--- src/rtl/card_pkg.sv ---
// Shared flip-state encoding, default grid geometry and colours for the card renderer.
package card_pkg;

    localparam logic [1:0] ST_IDLE   = 2'd0;
    localparam logic [1:0] ST_SHRINK = 2'd1;
    localparam logic [1:0] ST_GROW   = 2'd2;

    localparam int DEF_ROWS     = 4;
    localparam int DEF_COLS     = 4;
    localparam int DEF_CARD_W   = 90;
    localparam int DEF_CARD_H   = 90;
    localparam int DEF_PITCH_X  = 100;
    localparam int DEF_PITCH_Y  = 100;
    localparam int DEF_ORIGIN_X = 130;
    localparam int DEF_ORIGIN_Y = 70;
    localparam int DEF_STEP     = 10;

    localparam logic [2:0] DEF_BACK_RGB = 3'b100;
    localparam logic [2:0] BG_RGB       = 3'b000;

    // A card of visible width w is centred in its box; the band is [(cw-w)/2, (cw+w)/2).
    function automatic logic in_band(input int lx, input int w, input int card_w);
        return (lx >= ((card_w - w) >>> 1)) && (lx < ((card_w + w) >>> 1));
    endfunction

endpackage

--- src/rtl/card_flip_ctrl.sv ---
// Flip animation FSM: owns the face-up state of every card and the width of the card being flipped.
module card_flip_ctrl
    import card_pkg::*;
#(
    parameter int N      = 16,
    parameter int IW     = 4,
    parameter int CARD_W = 90,
    parameter int STEP   = 10,
    parameter int WW     = $clog2(CARD_W + 1)
) (
    input  logic          clk,
    input  logic          rst_n,
    input  logic          frame_start,
    input  logic          flip_req,
    input  logic [IW-1:0] flip_pos,
    input  logic          flip_face,
    input  logic          reset_board,
    output logic          flip_busy,
    output logic [N-1:0]  face_up,
    output logic [WW-1:0] w,
    output logic [IW-1:0] fpos
);

    logic [1:0] state;
    logic       ftgt;

    always_ff @(posedge clk or negedge rst_n) begin
        if (!rst_n) begin
            state     <= ST_IDLE;
            w         <= WW'(CARD_W);
            fpos      <= '0;
            ftgt      <= 1'b0;
            face_up   <= '0;
            flip_busy <= 1'b0;
        end else if (reset_board) begin
            state     <= ST_IDLE;
            w         <= WW'(CARD_W);
            face_up   <= '0;
            flip_busy <= 1'b0;
        end else begin
            case (state)
                ST_IDLE: begin
                    if (flip_req && (int'(flip_pos) < N)) begin
                        fpos      <= flip_pos;
                        ftgt      <= flip_face;
                        state     <= ST_SHRINK;
                        flip_busy <= 1'b1;
                    end
                end
                ST_SHRINK: begin
                    // The face swaps on the frame where the card is edge-on.
                    if (frame_start) begin
                        if (int'(w) > STEP) begin
                            w <= w - WW'(STEP);
                        end else begin
                            w             <= '0;
                            face_up[fpos] <= ftgt;
                            state         <= ST_GROW;
                        end
                    end
                end
                ST_GROW: begin
                    if (frame_start) begin
                        if (int'(w) + STEP < CARD_W) begin
                            w <= w + WW'(STEP);
                        end else begin
                            w         <= WW'(CARD_W);
                            state     <= ST_IDLE;
                            flip_busy <= 1'b0;
                        end
                    end
                end
                default: begin
                    state     <= ST_IDLE;
                    w         <= WW'(CARD_W);
                    flip_busy <= 1'b0;
                end
            endcase
        end
    end

endmodule

--- src/rtl/card_grid_flip_renderer.sv ---
// ROWS x COLS memory-game card grid on the VGA raster: grid hit-test, flip band and 2-stage pixel pipeline.
module card_grid_flip_renderer
    import card_pkg::*;
#(
    parameter int          ROWS     = DEF_ROWS,
    parameter int          COLS     = DEF_COLS,
    parameter int          CARD_W   = DEF_CARD_W,
    parameter int          CARD_H   = DEF_CARD_H,
    parameter int          PITCH_X  = DEF_PITCH_X,
    parameter int          PITCH_Y  = DEF_PITCH_Y,
    parameter int          ORIGIN_X = DEF_ORIGIN_X,
    parameter int          ORIGIN_Y = DEF_ORIGIN_Y,
    parameter int          STEP     = DEF_STEP,
    parameter logic [2:0]  BACK_RGB = DEF_BACK_RGB,
    localparam int         N        = ROWS * COLS,
    localparam int         IW       = $clog2(N),
    localparam int         AW       = $clog2(CARD_H)
) (
    input  logic                clk,
    input  logic                rst_n,
    input  logic [9:0]          hcount,
    input  logic [9:0]          vcount,
    input  logic                frame_start,
    input  logic                flip_req,
    input  logic [IW-1:0]       flip_pos,
    input  logic                flip_face,
    input  logic                reset_board,
    output logic                flip_busy,
    output logic [N-1:0]        face_up,
    output logic [AW-1:0]       rom_addr,
    input  logic [3*CARD_W-1:0] rom_data,
    output logic                cardon,
    output logic [2:0]          rgb
);

    localparam int LXW = $clog2(CARD_W);
    localparam int WW  = $clog2(CARD_W + 1);

    logic [WW-1:0] w;
    logic [IW-1:0] fpos;

    card_flip_ctrl #(
        .N      (N),
        .IW     (IW),
        .CARD_W (CARD_W),
        .STEP   (STEP),
        .WW     (WW)
    ) u_ctrl (
        .clk         (clk),
        .rst_n       (rst_n),
        .frame_start (frame_start),
        .flip_req    (flip_req),
        .flip_pos    (flip_pos),
        .flip_face   (flip_face),
        .reset_board (reset_board),
        .flip_busy   (flip_busy),
        .face_up     (face_up),
        .w           (w),
        .fpos        (fpos)
    );

    logic          hit_p0;
    logic [IW-1:0] idx_p0;
    int            lx_p0;
    int            ly_p0;
    int            weff_p0;
    logic          band_p0;
    logic          face_p0;

    always_comb begin
        hit_p0 = 1'b0;
        idx_p0 = '0;
        lx_p0  = 0;
        ly_p0  = 0;
        for (int r = 0; r < ROWS; r++) begin
            for (int c = 0; c < COLS; c++) begin
                if ((int'(hcount) >= ORIGIN_X + c * PITCH_X) &&
                    (int'(hcount) <  ORIGIN_X + c * PITCH_X + CARD_W) &&
                    (int'(vcount) >= ORIGIN_Y + r * PITCH_Y) &&
                    (int'(vcount) <  ORIGIN_Y + r * PITCH_Y + CARD_H)) begin
                    hit_p0 = 1'b1;
                    idx_p0 = IW'(r * COLS + c);
                    lx_p0  = int'(hcount) - ORIGIN_X - c * PITCH_X;
                    ly_p0  = int'(vcount) - ORIGIN_Y - r * PITCH_Y;
                end
            end
        end
    end

    // Only the card being flipped is narrowed; w rests at CARD_W when idle.
    assign weff_p0 = (idx_p0 == fpos) ? int'(w) : CARD_W;
    assign band_p0 = in_band(lx_p0, weff_p0, CARD_W);
    assign face_p0 = face_up[idx_p0];

    logic           hit_p1;
    logic           band_p1;
    logic           face_p1;
    logic [LXW-1:0] lx_p1;

    // ---- S1: hit-test, band and face sampled; local row presented to the ROM
    always_ff @(posedge clk or negedge rst_n) begin
        if (!rst_n) begin
            hit_p1   <= 1'b0;
            band_p1  <= 1'b0;
            face_p1  <= 1'b0;
            lx_p1    <= '0;
            rom_addr <= '0;
        end else begin
            hit_p1   <= hit_p0;
            band_p1  <= band_p0;
            face_p1  <= face_p0;
            lx_p1    <= LXW'(lx_p0);
            rom_addr <= AW'(ly_p0);
        end
    end

    // ---- S2: colour select using the ROM row returned for S1's address
    always_ff @(posedge clk or negedge rst_n) begin
        if (!rst_n) begin
            cardon <= 1'b0;
            rgb    <= BG_RGB;
        end else if (hit_p1 && band_p1) begin
            cardon <= 1'b1;
            rgb    <= face_p1 ? rom_data[3 * int'(lx_p1) +: 3] : BACK_RGB;
        end else begin
            cardon <= 1'b0;
            rgb    <= BG_RGB;
        end
    end

endmodule

--- config.mk ---
export PLATFORM = sky130hd
export DESIGN_NAME = card_grid_flip_renderer
export DESIGN_NICKNAME = d
export VERILOG_FILES = /design/src/rtl/card_pkg.sv /design/src/rtl/card_flip_ctrl.sv /design/src/rtl/card_grid_flip_renderer.sv
export SDC_FILE = /design/constraint.sdc
export NUM_CORES = 1
export LEC_CHECK = 0
export ABC_CLOCK_PERIOD_IN_PS = 5300
export CAP_MARGIN = 20
export CORE_MARGIN = 5
export CORE_UTILIZATION = 45
export CTS_CLUSTER_SIZE = 12
export DETAILED_ROUTE_END_ITERATION = 10
export GPL_TIMING_DRIVEN = 0
export PLACE_DENSITY = 0.89
export SLEW_MARGIN = 20
export SYNTH_ARGS = -nofsm -noshare
export SYNTH_HDL_FRONTEND = slang
export SYNTH_SLANG_ARGS = --single-unit
--- constraint.sdc ---
create_clock -name clk -period 5.3 [get_ports clk]
set_clock_uncertainty 0.15 [all_clocks]
set_input_delay 0.53 -clock clk [delete_from_list [all_inputs] [get_ports clk]]
set_output_delay 0.53 -clock clk [all_outputs]
set_load 0.02 [all_outputs]
== Word level (Yosys, flattened, before mapping) ==
Cells that the tools add are included.
Operators by class
  $add $sub $neg: 13
  $mul: 1
  $lt $le $gt $ge: 23
  eq/ne operators: 11
  shift operators: 1
  mux-type cells: 94
  bitwise operators: 1
  reductions and logical operators: 47
Operators by type and width (number)
  32-bit 2-to-1 mux: 16
  270-bit by 10-bit indexed part select with 3-bit output: 1
  7-bit 2-to-1 mux: 22
  16-bit 2-to-1 mux: 4
  4-bit 2-to-1 mux: 14
  10-bit by 9-bit < comparator with 1-bit output (second input constant): 5
  10-bit by 9-bit greater-or-equal comparator with 1-bit output (second input constant): 4
  1-bit logical AND: 39
  32-bit by 7-bit greater-or-equal comparator with 1-bit output: 1
  32-bit by 8-bit < comparator with 1-bit output: 1
  32-bit by 8-bit < comparator with 1-bit output (second input constant): 1
  10-bit by 8-bit greater-or-equal comparator with 1-bit output (second input constant): 3
  1-bit 2-to-1 mux: 24
  7-bit one-hot mux with 3 select lines: 1
  7-bit subtractor (second input constant): 3
  10-bit by 8-bit < comparator with 1-bit output (second input constant): 2
  16-bit bitwise mux: 1
  3-bit != test (second input constant): 5
  2-bit 2-to-1 mux: 6
  11-bit by 10-bit subtractor with 12-bit output (second input constant): 1
  11-bit by 8-bit subtractor with 12-bit output (second input constant): 1
  11-bit by 9-bit subtractor with 12-bit output (second input constant): 1
  10-bit by 8-bit subtractor with 11-bit output (second input constant): 1
  10-bit by 7-bit greater-or-equal comparator with 1-bit output (second input constant): 1
  26 further kinds: 33
Word-level totals
  register bits: 52
  input bits: 300
  output and inout port bits: 28
  word-level logic and storage cells: 204

== Depth between registers and ports, before layout ==
Gate-level depths: netlist of the first run.
  depth after elaboration: 24
  depth in mapped cells: 25
  mapped depth without buffers: 22

== By module ==
A second synthesis of the first run with hierarchy kept.
Second synthesis, totals
  cells, all modules: 900
  area, all modules: 8206.6 um^2
By module, submodules not included
  card_grid_flip_renderer: instances 1, cells each 692, area an instance 6272.3 um^2, seq. area each 525.5 um^2
  card_flip_ctrl: instances 1, cells each 208, area an instance 1934.4 um^2, seq. area each 755.7 um^2

== Worst setup path after synthesis of the first run ==
No wires, ideal clock.
  kind: in2reg
  from: input hcount[2]
  to: register band_p1
  setup time: 122 ps
  arrival time: 4582 ps
  data required time: 5028 ps
  setup slack: 446 ps
  stages on the path: 25
  buffers on the path: 3
  path through: buf_2 -> inv_1 -> ha_1 -> nand2b_1 -> a21bo_2 -> a211o_1 -> buf_4 -> a41oi_2 -> nand3b_1 -> a32oi_1 -> buf_4 -> nand2_1 -> ha_1 -> o21ai_0 -> nor2_1 -> nor3_1 -> ha_1 -> a21o_1 -> a21o_1 -> a21oi_1 -> nor2b_1 -> o21ai_0 -> a21oi_1 -> or4_1 -> o2111a_1
On the way
  longest elaborated chain between the ends: 24
  elaborated cells between the ends (all ways): 86
  classes of those cells: add/sub (6); order compare (10); eq/ne (1); mux (32); reduce/logical (37)
RTL lines
  from (decl): line card_grid_flip_renderer.sv:21  | input logic [9:0] hcount,
  10-bit by 8-bit greater-or-equal comparator with 1-bit output / 10-bit by 9-bit < comparator with 1-bit output (equally long branches): line card_grid_flip_renderer.sv:77, card_grid_flip_renderer.sv:78
  1-bit logical AND: line card_grid_flip_renderer.sv:77  | if ((int'(hcount) >= ORIGIN_X + c * PITCH_X) &&
  1-bit logical AND: line card_grid_flip_renderer.sv:78  | (int'(hcount) < ORIGIN_X + c * PITCH_X + CARD_W) &&
  1-bit logical AND: line card_grid_flip_renderer.sv:79  | (int'(vcount) >= ORIGIN_Y + r * PITCH_Y) &&
  1-bit 2-to-1 mux: line card_grid_flip_renderer.sv:77
  4-bit 2-to-1 mux (14 in a row): line card_grid_flip_renderer.sv:77
  4-bit equality test: line card_grid_flip_renderer.sv:91  | assign weff_p0 = (idx_p0 == fpos) ? int'(w) : CARD_W;
  7-bit 2-to-1 mux: line card_grid_flip_renderer.sv:91
  7-bit by 7-bit subtractor with 8-bit output / 7-bit by 7-bit adder with 8-bit output (equally long branches): line card_pkg.sv:23  | return (lx >= ((card_w - w) >>> 1)) && (lx < ((card_w + w) >>> 1));
  32-bit by 7-bit greater-or-equal comparator with 1-bit output / 32-bit by 8-bit < comparator with 1-bit output (equally long branches): line card_pkg.sv:23
  1-bit logical AND (*): line card_pkg.sv:23
  via band_p0: line card_grid_flip_renderer.sv:67  | logic band_p0;
  to (signal assigned): line card_grid_flip_renderer.sv:110  | band_p1 <= band_p0;
  to (decl): line card_grid_flip_renderer.sv:96  | logic band_p1;
Mark *: on every way through the listed nets, which the timed path passes. The rest lies on a longest branch.
A chain may end at the register's enable or synchronous reset.

== Worst setup path in the final report of the first run ==
  from: input hcount[3]
  to: register band_p1
Same word-level chain as after synthesis.

==> impl_results.md, run 1 <==
* Max Cap Viol at 0
* Net Count, Synth at 1240
* FP Rows at 49
* FF+latch count, synth at 51
* Vias at 9548
* Yosys top cell by area: mux4_2
* Ports at roughly 330
* DRC at 0
* Fraction of registers with async set/reset at between 90% and 100%
* PortBufs at 322
* Fin nets at 1586
* Root Driver: clkbuf_16
* Yosys top cell area share at a little under a quarter
* Finished Core Util at 68.1%
* Post-Synthesis Cells at 899
* Leak Pwr at 4.39 nW
* Period utilization at 97.8%
* Relative slew slack at 36.7%
* Slew @ Worst Pin at ~0.95 ns
* HPWL after detailed placement at about 30000 microns
* Initial Utilization at 45.6%
* Crit. Startpoint: hcount[3]
* Number of hold violations in the final report at 0
* RePlAce Congestion at 0.984
* Total grt overflow at 0
* CTS Buf Count at 5
* CTS HTree Levels at 2
* Peak supply drop at 0.000239 V
* Synth-to-Final Area Change at 49.3%
* Share of cells above drive strength 1 at 19.1%
* Die Y at roughly 140 microns
* HP Class: in2async
* Startpoint type of the worst setup path: primary input
* Initial antenna violation count at 6
* Clock buffer depth at 2
* Status: complete, no violations
* Core ar. at 18000 sq um
* Finished Cell Area at 12200 sq um
* Pwr per Cell Area at 160 nW/um^2
* DR iter-0 viols at roughly 900
* Largest net degree at the start of global routing at 52
* Worst R2R Start: u_ctrl.fpos[1]
* GR Util All Layers at between 30% and 40%
* Mean area per synthesized cell at 9.11 sq um
* Clk sink count at 51
* Post-synthesis cell type count at 97
* Fin Hold WS at 0.0908 ns
* WS Path Type: in2reg
* Die X at about 140 microns
* Hold_buf cts at 0
* Vias/cell at 6.46
* ANT nets after route at 0
* DP Area at 11700 sq um
* Required time worst endpoint at between 5 and 6 ns
* Number of enable flip-flop cells after synthesis at 0
* DR pass1 iterations at 5
* Global-route wire length before repair at 55400 microns
* Synth warn at 0
* Final Critical Period at 5.18 ns
* CP arrival at 5.21 ns
* Max-slew violation count at 0
* Clk_lat worst skew at just over 0.3 ns
* Fmax achieved at 193 MHz
* Endpoints failing setup at 0
* CP Max Fanout at 10
* Seq/Total Area, Yosys at around 16%
* Top_reg_cell synth: dfrtp_1
* CTS tree: built
* Cell area after synthesis at around 8200 sq um
* CP Capture Type: flip-flop
* Final wirelength at 36900 microns
* Vias in the first global route at 9138
* Detailed-route wire length per cell at 25.0 microns
* DIE AREA at approximately 21000 sq um
* Top cells by area, synth: mux4_2, dfrtp_1, ha_1
* Reg clk slew, reported paths at 0.08 ns
## final timing paths
| kind | endpoint | slack (ns) | cells after the start |
|---|---|---|---|
| worst max register to register | band_p1 | 0.92 | 19 |
| worst max-delay path | band_p1 | 0.12 | 24 |
| max in group asynchronous | cardon | 4.44 | 1 |
| min in group clk | rgb[2] | 0.35 | 1 |
| worst min register to register | rgb[2] | 0.35 | 1 |
| worst min-delay path | u_ctrl.ftgt | 0.09 | 1 |
## registers in the layout, indices dropped and copies added, names as in the netlist
register	count
band_p1	1
cardon	1
face_p1	1
hit_p1	1
lx_p1	7
rgb	3
rom_addr	7
u_ctrl.face_up	16
u_ctrl.flip_busy	1
u_ctrl.fpos	4
u_ctrl.ftgt	1
u_ctrl.state	2
u_ctrl.w	6
## cell type report
type,instances,area [sq um]
Sequential cell,51,1280
Inverter,32,123
Tap cell,229,287
Clock inverter,3,27.5
Fill cell,1429,5730
Multi-Input combinational cell,753,6670
Timing Repair Buffer,344,3390
Clock buffer,5,125
Antenna cell,3,7.51
Buffer,58,325
## Yosys cell counts (all sizes together) (8+ instances only)
library cell  instances
a211oi               15
a21oi                61
a221oi               13
a31oi                 8
buf                  32
clkbuf               31
dfrtp                47
ha                   41
inv                  31
mux2                 11
mux2i                19
mux4                 84
nand2                83
nand2b               14
nand3                20
nor2                 93
nor2b                 9
nor3                 28
nor4                 10
o21ai                66
o221ai               10
o22ai                 8
or2                   9
xnor2                16
xor2                 10
## metal layers
| metal | vias to the layer above | share of wire, % | global-route usage [%] |
|---|---|---|---|
| met5 | - | 0.11 | 0 |
| met2 | 627 | 49 | 56.2 |
| met1 | 4615 | 37 | 41.0 |
| met4 | 6 | 3.9 | 11.1 |
| li1 | 4198 | - | - |
| met3 | 102 | 10 | 8.73 |
## cell families after synthesis
family / count (synthesis) / share of synthesized area (%)
simple gates: 308 / 19.1
compound gates: 264 / 23.9
mux: 114 / 26.9
buf+inv: 95 / 5.27
flops: 51 / 15.6
fa+ha+maj: 41 / 6.26
xor+xnor: 26 / 2.87
## worst max-delay path, cell delays in order
cell             delay, ns
clkdlybuf4s50_1       0.47
buf_6                 0.18
and3_1                0.18
o21ai_1               0.26
nand3_2               0.20
buf_6                 0.20
nand4_1               0.18
o2111ai_2             0.18
a32oi_2               0.35
buf_6                 0.15
nand2_1               0.11
ha_4                  0.21
o21ai_1               0.18
nor2_2                0.07
nor3_2                0.13
ha_1                  0.26
a21o_1                0.15
a21o_1                0.18
a21oi_2               0.15
nor2b_1               0.06
o21ai_1               0.12
a21oi_1               0.10
or4_1                 0.48
o2111a_1              0.16
## report_power, final
part           internal, mW  switching [mW]
logic                 0.558           0.578
registers             0.437          0.0398
clock network         0.179           0.161
total                  1.17           0.779
## metrics by stage
stage	std cells	TNS, ns	setup WS (ns)	power, mW
6_report	1478	0	0.119	1.95
5_1_grt	1478	-0.0791	-0.0791	2.06
4_1_cts	1467	0	0.00523	1.92
3_5_place_dp	1450	-0.714	-0.714	1.55
3_3_place_gp	1450	-0.602	-0.602	1.53
2_1_floorplan	899	0	0.446	1.10
## layout by cell type (no fill, tap or decap), types with 24 or more instances in the layout
| cell | instances |
|---|---|
| a21oi_1 | 55 |
| buf_4 | 27 |
| clkbuf_1 | 24 |
| clkdlybuf4s50_1 | 315 |
| dfrtp_1 | 47 |
| ha_1 | 38 |
| inv_1 | 30 |
| mux4_2 | 84 |
| nand2_1 | 79 |
| nor2_1 | 91 |
| nor3_1 | 24 |
| o21ai_0 | 53 |
## what timing repair did
item / 4_1_cts / 5_1_grt
setup buffers: 10 / 12
endpoints found under the setup margin: 1 / 1
gates cloned: 0 / 0
resized for setup: 23 / 43
pin swaps: 10 / 11
Power figures use the tool's default switching activity.
==> run 2: changes to the inputs <==
--- a/config.mk
+++ b/config.mk
@@ -13,7 +13,9 @@
 export DETAILED_ROUTE_END_ITERATION = 10
 export GPL_TIMING_DRIVEN = 0
 export PLACE_DENSITY = 0.89
+export REMOVE_ABC_BUFFERS = 1
 export SLEW_MARGIN = 20
 export SYNTH_ARGS = -nofsm -noshare
 export SYNTH_HDL_FRONTEND = slang
 export SYNTH_SLANG_ARGS = --single-unit
+export TNS_END_PERCENT = 20
==> run 2 against run 1 <==
Compared with the run above: clock power is essentially flat; setup slack gained 0.063 ns; first-iteration DRC count grew 17%; largest power group unchanged.
==> impl_results.md, run 2 (synthesis gave the netlist of run 1 again) <==
* Clk_lat worst skew at 0.30 ns (about the same)
* DIE AREA at 21000 sq um (unchanged)
* Fin nets at 1529 (-3.6%)
* Most common cell after layout, fill and taps aside: clkdlybuf4s50_1
* PortBufs at 327 (+1.6%)
* Largest registers: u_ctrl.face_up: 16 flops, lx_p1: 7 flops, rom_addr: 7 flops
* Period utilization at 96.6% (-1.2 points)
* Reg clk slew, reported paths at 0.08 ns (about the same)
* Finished Core Util at 66.7% (-1.4 points)
* Slew @ Worst Pin at 0.983 ns (+0.0343 ns)
* Synth-to-Final Area Change at 46.2%
* Pwr per Cell Area at 159 nW/um^2 (-0.30%)
* Initial Utilization at 45.6% (unchanged)
* RePlAce Congestion at 1.04 (+5.3%)
* Detailed-route wire length per cell at 22.7 microns (-9.2%)
* Max Cap Viol at 0 (unchanged)
* Peak supply drop at 0.000224 V (-6.3%)
* Commonest cells after routing, fill and taps aside: clkdlybuf4s50_1, nor2_1, mux4_2, nand2_1, a21oi_1
* HP Class: in2async
* HPWL after detailed placement at 25500 microns (-16%)
* Core ar. at 18000 sq um (unchanged)
* DR iter-0 viols at 1054 (+17%)
* CTS HTree Levels at 2 (unchanged)
* ANT cells at 0 (-3)
* Clock buffer depth at 2 (unchanged)
* Slowest cell on crit path: nor4_2
* Status: complete, no violations
* Die X at 145 microns (unchanged)
* Vias at 9186 (-3.8%)
* Final wirelength at 32200 microns (-13%)
* Fin cells at 1418 (-4.1%)
* DRC at 0 (unchanged)
* Largest net degree at the start of global routing at 58 (+12%)
* CP dominant cell by count: a21oi_1
* Clk sink count at 51 (unchanged)
* Top reg by flops: u_ctrl.face_up
* Initial antenna violation count at 0 (-6)
* Top delay family on crit path: compound AO/OA/AOI/OAI gates
* CP Capture Type: flip-flop
* GR Util All Layers at 28.6% (-4.6 points)
* Ports at 328 (unchanged)
* Max FFs per register at 16 (unchanged)
* Relative slew slack at 34.5% (-2.3 points)
* CP arrival at 5.14 ns (-0.07 ns)
* Endpoints failing setup at 0 (unchanged)
* Vias/cell at 6.48 (+0.28%)
* CTS Buf Count at 5 (unchanged)
* Die Y at 145 microns (unchanged)
* Critical Path Max Stage Delay at 0.48 ns (about the same)
* Number of hold violations in the final report at 0 (unchanged)
* Global-route wire length before repair at 49900 microns (-10%)
* Placed insts at 1394 (-3.9%)
* Final Critical Period at 5.12 ns (-0.0626 ns)
* Max-slew violation count at 0 (unchanged)
* Critical-path cell list: clkbuf_2 -> nor4_2 -> or2_1 -> inv_4 -> ha_1 -> a211oi_2 -> o211ai_1 -> o21ai_1 -> a21oi_1 -> a222oi_1 -> o31a_1 -> o21ai_0 -> a21oi_1 -> ha_1 -> o21ai_0 -> a21oi_1 -> or4_1 -> o2111a_1
* Total grt overflow at 0 (unchanged)
* Startpoint type of the worst setup path: primary input
* DR pass1 iterations at 6 (+1)
* Fmax achieved at 195 MHz (+1.2%)
* Root Driver: clkbuf_16
* CP Max Fanout at 11 (+1)
* WS Path Type: in2reg
* ANT nets after route at 0 (unchanged)
* Leak Pwr at 4.24 nW (-3.5%)
* FP Rows at 49 (unchanged)
* Required time worst endpoint at 5.32 ns (about the same)
* CTS tree: built
* Vias in the first global route at 8971 (-1.8%)
* Buf/Inv on CP at 2 (-2)
* Share of cells above drive strength 1 at 18.8% (-0.35 points)
-- run 2: final timing paths --
kind	endpoint	cells after the start	startpoint	slack (ns)
min in group clk	rgb[2]	1	face_p1	0.30
setup / recovery	band_p1	18	hcount[2]	0.18
hold reg to reg	rgb[2]	1	face_p1	0.30
max in group asynchronous	lx_p1[1]	1	rst_n	4.38
setup reg to reg	band_p1	18	u_ctrl.fpos[0]	1.04
hold / removal	rom_addr[6]	1	rst_n	0.10
-- run 2: final cells by class --
cell class	instances	area [sq um]
Timing Repair Buffer	345	3400
Fill cell	1361	5990
Inverter	32	123
Clock inverter	3	28.8
Sequential cell	51	1290
Multi-Input combinational cell	753	6720
Clock buffer	5	125
Tap cell	229	287
-- run 2: per-layer routing --
layer | track usage (%) | vias to the layer above | share of wire (%) | routed length [microns]
met5 | 0 | - | 0 | 0
met4 | 4.76 | 0 | 2.5 | 796
met3 | 4.43 | 84 | 8.6 | 2770
met2 | 51.0 | 567 | 50 | 16100
met1 | 37.2 | 4452 | 39 | 12500
li1 | - | 4083 | - | -
-- run 2: power by group --
part,internal (mW),switching (mW)
clock network,0.181,0.161
logic,0.537,0.476
registers,0.438,0.114
-- run 2: through the flow --
step	setup TNS [ns]	power (mW)	hold WS [ns]	instance area [sq um]	setup WS [ns]
after floorplan	0	1.07	0.0844	7880	0.201
after global placement	-2.11	1.48	0.288	11400	-1.40
after detailed placement	-1.59	1.51	0.293	11500	-1.59
after CTS	0	1.87	0.146	11800	0.0182
after global routing	-0.0532	2.01	0.159	12000	-0.0532
final	0	1.91	0.101	12000	0.181
-- run 2: repair_timing --
item,CTS,global route
gates resized for setup,39,50
hold buffers,0,0
pin swaps,7,7
buffers inserted,7,9
endpoints found under the setup margin,1,1
